===== src/rtl/pipe_stage_reg_pkg.sv =====
// rtl/pipe_stage_reg_pkg.sv - shared encodings, widths and payload layout for pipe_stage_reg
//
// Contents:
//   STOP / NO_STOP        stall-vector bit encodings
//   *_W_DEF               default payload, scratch and stall-vector widths
//   *_OFF / *_W           bit offsets and widths of fields inside the stage payload
//   action_t              one-hot per-cycle action of the stage register
package pipe_stage_reg_pkg;

  localparam logic STOP    = 1'b1;
  localparam logic NO_STOP = 1'b0;

  localparam int PAYLOAD_W_DEF = 160;
  localparam int SCRATCH_W_DEF = 66;
  localparam int STALL_W_DEF   = 6;

  // Payload layout, LSB first. The register forwards the payload as an opaque
  // vector; these offsets let neighbouring stages pack and unpack it consistently.
  localparam int WDATA_OFF      = 0;
  localparam int WDATA_W        = 32;
  localparam int WD_OFF         = WDATA_OFF + WDATA_W;
  localparam int WD_W           = 5;
  localparam int WREG_OFF       = WD_OFF + WD_W;
  localparam int WHILO_OFF      = WREG_OFF + 1;
  localparam int HI_OFF         = WHILO_OFF + 1;
  localparam int HI_W           = 32;
  localparam int LO_OFF         = HI_OFF + HI_W;
  localparam int LO_W           = 32;
  localparam int CP0_WE_OFF     = LO_OFF + LO_W;
  localparam int CP0_WADDR_OFF  = CP0_WE_OFF + 1;
  localparam int CP0_WADDR_W    = 5;
  localparam int EXCEPT_OFF     = CP0_WADDR_OFF + CP0_WADDR_W;
  localparam int EXCEPT_W       = 17;
  localparam int INST_ADDR_OFF  = EXCEPT_OFF + EXCEPT_W;
  localparam int INST_ADDR_W    = 32;
  localparam int DELAYSLOT_OFF  = INST_ADDR_OFF + INST_ADDR_W;
  localparam int PAYLOAD_USED_W = DELAYSLOT_OFF + 1;

  // Exactly one action per cycle; priority is resolved before encoding.
  typedef enum logic [4:0] {
    ACT_RESET   = 5'b00001,
    ACT_BUBBLE  = 5'b00010,
    ACT_FLUSH   = 5'b00100,
    ACT_ADVANCE = 5'b01000,
    ACT_HOLD    = 5'b10000
  } action_t;

endpackage


===== src/rtl/pipe_stage_reg_sat_counter.sv =====
// rtl/pipe_stage_reg_sat_counter.sv - saturating up-counter with synchronous clear
//
// Ports:
//   clk    in   clock, rising edge
//   inc    in   add one this cycle (ignored once count is all-ones)
//   clr    in   force count to zero this cycle; wins over inc
//   count  out  registered count
module sat_counter #(
  parameter int CNT_W = 16
) (
  input  logic             clk,
  input  logic             inc,
  input  logic             clr,
  output logic [CNT_W-1:0] count
);

  always_ff @(posedge clk) begin
    if (clr) begin
      count <= '0;
    end else if (inc && (count != {CNT_W{1'b1}})) begin
      count <= count + CNT_W'(1);
    end
  end

endmodule


===== src/rtl/pipe_stage_reg.sv =====
// rtl/pipe_stage_reg.sv - pipeline stage register with stall, bubble, flush and statistics
//
// Ports:
//   clk          in   clock, rising edge
//   rst          in   synchronous reset, active low
//   stall        in   per-stage stall vector, STOP = stage must not advance
//   flush        in   exception flush, discards stage contents
//   in_valid     in   upstream holds a real instruction
//   in_payload   in   upstream payload
//   scratch_i    in   multicycle scratch from the upstream unit
//   out_valid    out  registered valid
//   out_payload  out  registered payload
//   scratch_o    out  registered scratch, fed back upstream
//   bubble_cnt   out  saturating count of inserted bubbles
//   flush_cnt    out  saturating count of flushes taking effect
//   hold_run     out  length of the current consecutive hold run
module pipe_stage_reg
  import pipe_stage_reg_pkg::*;
#(
  parameter int PAYLOAD_W = PAYLOAD_W_DEF,
  parameter int SCRATCH_W = SCRATCH_W_DEF,
  parameter int STALL_W   = STALL_W_DEF,
  parameter int STAGE     = 3,
  parameter int CNT_W     = 16
) (
  input  logic                 clk,
  input  logic                 rst,
  input  logic [STALL_W-1:0]   stall,
  input  logic                 flush,
  input  logic                 in_valid,
  input  logic [PAYLOAD_W-1:0] in_payload,
  input  logic [SCRATCH_W-1:0] scratch_i,
  output logic                 out_valid,
  output logic [PAYLOAD_W-1:0] out_payload,
  output logic [SCRATCH_W-1:0] scratch_o,
  output logic [CNT_W-1:0]     bubble_cnt,
  output logic [CNT_W-1:0]     flush_cnt,
  output logic [CNT_W-1:0]     hold_run
);

  if (STAGE < 0 || STAGE > STALL_W - 1) begin : g_bad_stage
    $error("pipe_stage_reg: STAGE out of range 0..STALL_W-1");
  end

  logic    stop_here;
  logic    stop_next;
  action_t action;

  assign stop_here = (stall[STAGE] == STOP);

  // The last stage has no downstream stall bit, so it can never hold;
  // any stop request turns into a bubble.
  if (STAGE < STALL_W - 1) begin : g_has_next
    assign stop_next = (stall[STAGE+1] == STOP);
  end else begin : g_no_next
    assign stop_next = NO_STOP;
  end

  // Stall bits of unrelated stages are intentionally ignored.
  logic unused_stall;
  assign unused_stall = ^stall;

  // Bubble is checked before flush so a stage stopping while downstream
  // drains keeps the upstream multicycle scratch even during a flush.
  always_comb begin
    action = ACT_HOLD;
    if (!rst) begin
      action = ACT_RESET;
    end else if (stop_here && !stop_next) begin
      action = ACT_BUBBLE;
    end else if (flush) begin
      action = ACT_FLUSH;
    end else if (!stop_here) begin
      action = ACT_ADVANCE;
    end else begin
      action = ACT_HOLD;
    end
  end

  always_ff @(posedge clk) begin
    case (action)
      ACT_RESET, ACT_FLUSH: begin
        out_valid   <= 1'b0;
        out_payload <= '0;
        scratch_o   <= '0;
      end
      ACT_BUBBLE: begin
        out_valid   <= 1'b0;
        out_payload <= '0;
        scratch_o   <= scratch_i;
      end
      ACT_ADVANCE: begin
        // Payload is loaded even when in_valid is low; consumers qualify with out_valid.
        out_valid   <= in_valid;
        out_payload <= in_payload;
        scratch_o   <= '0;
      end
      default: begin
        out_valid   <= out_valid;
        out_payload <= out_payload;
        scratch_o   <= scratch_o;
      end
    endcase
  end

  sat_counter #(.CNT_W(CNT_W)) u_bubble_cnt (
    .clk   (clk),
    .inc   (action == ACT_BUBBLE),
    .clr   (action == ACT_RESET),
    .count (bubble_cnt)
  );

  sat_counter #(.CNT_W(CNT_W)) u_flush_cnt (
    .clk   (clk),
    .inc   (action == ACT_FLUSH),
    .clr   (action == ACT_RESET),
    .count (flush_cnt)
  );

  // Any non-hold cycle, reset included, ends the current run.
  sat_counter #(.CNT_W(CNT_W)) u_hold_run (
    .clk   (clk),
    .inc   (action == ACT_HOLD),
    .clr   (action != ACT_HOLD),
    .count (hold_run)
  );

endmodule


===== config.mk =====
export PLATFORM = sky130hd
export DESIGN_NAME = pipe_stage_reg
export DESIGN_NICKNAME = d
export VERILOG_FILES = /design/src/rtl/pipe_stage_reg_pkg.sv /design/src/rtl/pipe_stage_reg_sat_counter.sv /design/src/rtl/pipe_stage_reg.sv
export SDC_FILE = /design/constraint.sdc
export NUM_CORES = 1
export LEC_CHECK = 0
export ABC_AREA = 0
export BUFFER_PORTS_ARGS = -buffer_cell sky130_fd_sc_hd__buf_2
export CAP_MARGIN = 10
export CORE_AREA = 5 5 196 198
export CTS_CLUSTER_SIZE = 20
export DETAILED_ROUTE_END_ITERATION = 10
export DIE_AREA = 0 0 201 203
export GPL_TIMING_DRIVEN = 0
export HOLD_SLACK_MARGIN = 0.02
export SYNTH_ARGS = -nofsm -noshare
export SYNTH_HDL_FRONTEND = slang
export SYNTH_HIERARCHICAL = 1
export SYNTH_SLANG_ARGS = --single-unit

===== constraint.sdc =====
create_clock -name clk -period 27.1 [get_ports clk]
set_clock_uncertainty 0.2 [all_clocks]
set_input_delay 6.775 -clock clk [delete_from_list [all_inputs] [get_ports clk]]
set_output_delay 6.775 -clock clk [all_outputs]
set_load 0.1 [all_outputs]

# ---- Yosys cells after proc, flatten, opt, wreduce, memory -nomap -nowiden
# Index checks and enable logic that the tools add are counted.
dict set report word_totals {
  register_bits 275
  latch_bits 0
  ramBits 0
  rom_bits 0
  elab_cells 34
  mem_count 0
}
dict set report op_classes {
  addsub 3
  n_mul 0
  n_div 0
  order_cmp 0
  eq_ne 9
  shift 0
  muxes 7
  bitwise_logic 0
  reduce_logical 9
}
# cell n
set ops {}
lappend ops {{160-bit one-hot mux with 2 select lines} 1}
lappend ops {{66-bit one-hot mux with 2 select lines} 1}
lappend ops {{16-bit by 1-bit adder with 16-bit output (second input constant)} 3}
lappend ops {{16-bit != test (second input constant)} 3}
lappend ops {{5-bit 2-to-1 mux} 4}
lappend ops {{3-bit OR reduction} 2}
lappend ops {{5-bit by 1-bit equality test with 1-bit output (second input constant)} 1}
lappend ops {{5-bit by 2-bit equality test with 1-bit output (second input constant)} 1}
lappend ops {{5-bit by 3-bit equality test with 1-bit output (second input constant)} 1}
lappend ops {{5-bit by 4-bit equality test with 1-bit output (second input constant)} 1}
lappend ops {{5-bit equality test (second input constant)} 1}
lappend ops {{5-bit != test (second input constant)} 1}
lappend ops {{1-bit logical AND} 4}
lappend ops {{2-bit nonzero test} 2}
lappend ops {{1-bit one-hot mux with 2 select lines} 1}
lappend ops {{1-bit logical NOT} 1}

# ---- Logic depth before layout (Yosys ltp)
dict set report depth {
  depth_word 7
  ltp_mapped 8
  mapped_depth_nobuf 6
}

# ---- Cells and area by module
# The synthesis kept the hierarchy.
# module instances cells_per_inst area_per_inst_um2
set by_module_without_submodules {}
lappend by_module_without_submodules {pipe_stage_reg 1 497 8605.8}
lappend by_module_without_submodules {sat_counter 3 99 848.3}

# ---- Least setup slack after synthesis
# No wires, ideal clock.
dict set report synth_path {
  path_type {input to register}
  from {input port flush}
  to {register out_payload[0], enable pin}
  setup_ns 2.067
  t_arrival_ns 11.232
  required_time_ns 24.833
  path_slack_ns 13.600
  cell_stages 1
  cell_sequence {nand4b_1}
}
dict set report synth_between {
  elab_chain_len 6
  word_cells_on_any_way 9
}
# item line_no
set synth_rtl {}
lappend synth_rtl {{start, declared} pipe_stage_reg.sv:29} ;# input logic flush,
lappend synth_rtl {{5-bit 2-to-1 mux *} pipe_stage_reg.sv:71} ;# end else if (flush) begin
lappend synth_rtl {{5-bit 2-to-1 mux *} pipe_stage_reg.sv:69} ;# end else if (stop_here && !stop_next) begin
lappend synth_rtl {{5-bit 2-to-1 mux *} pipe_stage_reg.sv:67} ;# if (!rst) begin
lappend synth_rtl {{5-bit by 1-bit equality test with 1-bit output (tied with other cells)} pipe_stage_reg.sv:81} ;# case (action)
lappend synth_rtl {{3-bit OR reduction (no line)} --}
lappend synth_rtl {{2-bit nonzero test (no line) *} --}
lappend synth_rtl {{end signal, assigned} pipe_stage_reg.sv:95} ;# out_payload <= in_payload;
lappend synth_rtl {{end signal, assigned} pipe_stage_reg.sv:100} ;# out_payload <= out_payload;
lappend synth_rtl {{end, declared} pipe_stage_reg.sv:34} ;# output logic [PAYLOAD_W-1:0] out_payload,
# Mark *: on every way between the ends. The rest lies on a longest branch, timed or not.
# A chain may end at the register's enable or synchronous reset.

# ---- Worst setup path in the final report
dict set report layout_path {
  from {input port flush}
  to {register out_payload[140], enable pin}
}
# Same word-level chain as after synthesis.

==> impl_metrics.yaml <==
cts:
  postCtsHoldBufs: 0
  cts_resized: 0
  clk-insertion-delay-late_ns: 0.56
  postCtsSetupBuffers: 0
  cts_buffers: 31
  h-tree-depth: 1
  cts_root_buf: "clkbuf_16"
  clk_pin_slew_ns: 0.06
  clock_path_buffers: 3
  cts_tree: "yes"
  clock-sinks: 275
timing:
  max_clock_freq_mhz: 113
  hold_violations: 0
  slew_headroom_pct: 46.3
  setup_viol: 0
  fin_crit_ns: 8.81
  rsz0062_at_grt: "no"
  final.setup.tns_ns: 0
  timing.final.max_slew_violations: 0
  fin_hold_ws_ns: 0.333
  layout_worst_path_cycle_share_pct: 32.5
  tightest_slew_ns: 0.802
yosys:
  synth_nets: 1033
  yosys_warnings: 6
  synth_edf_count: 227
  synth.largest_area_cell: "edfxtp_1"
  synth_area_leaders: "edfxtp_1 (61%), dfxtp_1 (8.6%), and2_1 (6.3%), nor3b_1 (4.4%), and2_2 (3.3%)"
  synth_cells: 794
  synth.most_common_cell: "edfxtp_1"
  async_flop_share_pct: 0
  yosys_most_used_dff: "edfxtp_1"
  yosysTopAreaCellShare_pct: 61.1
  syn-cell-area_sq_um: 11200
  ys_ff_latch: 275
  synth-seq-area-share_pct: 69.7
  netlist_top_cells_count: "edfxtp_1 (227), and2_1 (113), nor3b_1 (66)"
  ys_types: 39
  syn_avg_cell_area_sq_um: 14.0
final_layout:
  drive_gt1_share_pct: 47.3
  fin_util_pct: 42.5
  nets: 1588
  fin_cells: 1845
  fill_cells: 3443
  area_growth_pct: 38.6
floorplan:
  num_rows: 70
  initial_utilization_pct: 30.7
  core_sq_um: 36300
  num_io_pins: 511
  die_h_microns: 203
  die_w_microns: 201
  dieArea_sq_um: 40800
worst_setup_path:
  cp_slowest_stage_delay_ns: 0.63
  crit_slowest_cell: "nand4b_1"
  crit_type: "input port to register"
  worst_path_most_repeated_cell: "buf_8"
  crit_path_end_kind: "register"
  cp.arrival_ns: 8.93
  cp_max_fo: 16
  path_cells: "buf_2 > nand4b_1 > buf_8 > buf_8 > buf_8 > buf_8 > buf_8 > buf_6 > buf_8"
  cp.required_ns: 27.21
  startpoint_type: "input port"
power:
  leakage_nw: 7.10
  combinationalPowerShare_pct: 18.4
  swShare_pct: 31.7
  p_int_uw: 735
  ir_drop_uv: 47.6
  power_frac_clock_pct: 37.0
  p_seq_share_pct: 44.6
  powerDensity_nw_per_um2: 69.7
  p_sw_uw: 342
global_routing:
  grt-busiest-layer: "met2"
  grt_pass1_vias: 8683
  grt_pass1_wl_microns: 56000
  antenna_found_initial: 26
  grt_max_degree: 19
  overflow: 0
  use_met1_pct: 18.8
  grt_usage_pct: 17.8
  grt_util_met2_pct: 32.2
  grtUsageMet3_pct: 6.95
routing:
  post_drt_wl_per_cell_microns: 20.6
  dr.pass1.iters: 4
  antenna_left: 0
  drc: 0
  wl_microns: 38100
  vias: 8667
  via_per_inst: 4.70
  drt_iter0_markers: 339
outcome:
  status: "finished, final reports clean"
place:
  gp_congestion: 0.864
  dp.cells: 1784
  port_buffers: 506
  dpl.hpwl_microns: 30100
flow_run:
  cap_violations: 0
hold_path:
  min-delay-path-class: "register to register"
## critical path, delay by kind of cell
family / cells / cell delay (ns)
and+or+nand+nor: 1 / 0.63
buffers and inverters: 8 / 1.50
## layout by cell type, fill, tap and decap left out, types with 18 or more instances in the layout
master,Yosys,layout
buf_2,12,518
edfxtp_1,227,227
and2_1,113,113
nor3b_1,66,66
and2_2,49,49
dfxtp_1,48,48
a21oi_1,31,31
clkbuf_16,0,31
clkbuf_1,18,22
or4_1,21,21
nand2_1,20,20
nor2_1,19,19
nand3_1,18,18
o31ai_1,18,18
## worst paths after layout
check	start	end	slack, ns	depth (start not counted)
worst max register to register	u_flush_cnt/count[0]$_SDFFE_PP0P_	u_flush_cnt/count[1]$_SDFFE_PP0P_	25.03	6
worst min register to register	u_hold_run/count[9]$_SDFFE_PP0P_	u_hold_run/count[9]$_SDFFE_PP0P_	0.33	2
worst min-delay path	u_hold_run/count[9]$_SDFFE_PP0P_	u_hold_run/count[9]$_SDFFE_PP0P_	0.33	2
worst max-delay path	flush	out_payload[140]$_SDFFCE_PN0P_	18.29	9
## layout make-up
cell class	count	area [sq um]	area share, %
Timing Repair Buffer	522	2760	17.8
Clock buffer	35	791	5.12
Inverter	12	45.0	0.291
Tap cell	468	586	3.79
Buffer	43	195	1.26
Antenna cell	4	10.0	0.0648
Sequential cell	275	7780	50.3
Clock inverter	22	161	1.04
Multi-Input combinational cell	464	3130	20.3
## sequential cells by signal (all words and copies together) (netlist names)
name                cells
u_bubble_cnt/count     16
u_flush_cnt/count      16
u_hold_run/count       16
out_valid               1
out_payload           160
scratch_o              66
## layer usage
layer  routed length, microns  vias up
met5                      256        -
met4                     1330       36
met3                     3420      112
met2                    19700      349
met1                    13300     4110
li1                         -     4060
## through the flow
| step | setup slack, ns | total power, mW | instance area [sq um] |
|---|---|---|---|
| finish | 18.29 | 1.08 | 15500 |
| global route | 18.20 | 1.11 | 15500 |
| CTS | 18.26 | 1.09 | 15400 |
| detailed placement | 17.67 | 0.689 | 14500 |
| global placement | 10.21 | 0.688 | 14300 |
| floorplan | 13.60 | 0.644 | 11200 |
## cells by family (layout without fill, tap and decap cells)
group	count (synthesis)	after routing	synth area share (%)
and+or+nand+nor	379	379	22.9
DFF	275	275	69.7
AOI/OAI and AO/OA	70	70	3.82
buffers and inverters	55	634	2.15
xor gates and xnor gates	6	6	0.471
muxes	6	6	0.572
adders and majority gates	3	3	0.337
other	0	4	0
## power groups by stage
stage | combinational [mW] | clock [mW] | sequential [mW]
floorplan | 0.0165 | 0 | 0.627
global placement | 0.197 | 0 | 0.491
detailed placement | 0.200 | 0 | 0.489
CTS | 0.200 | 0.410 | 0.480
global route | 0.204 | 0.429 | 0.481
finish | 0.198 | 0.398 | 0.480
No activity file was read; power rests on OpenSTA's default activity.
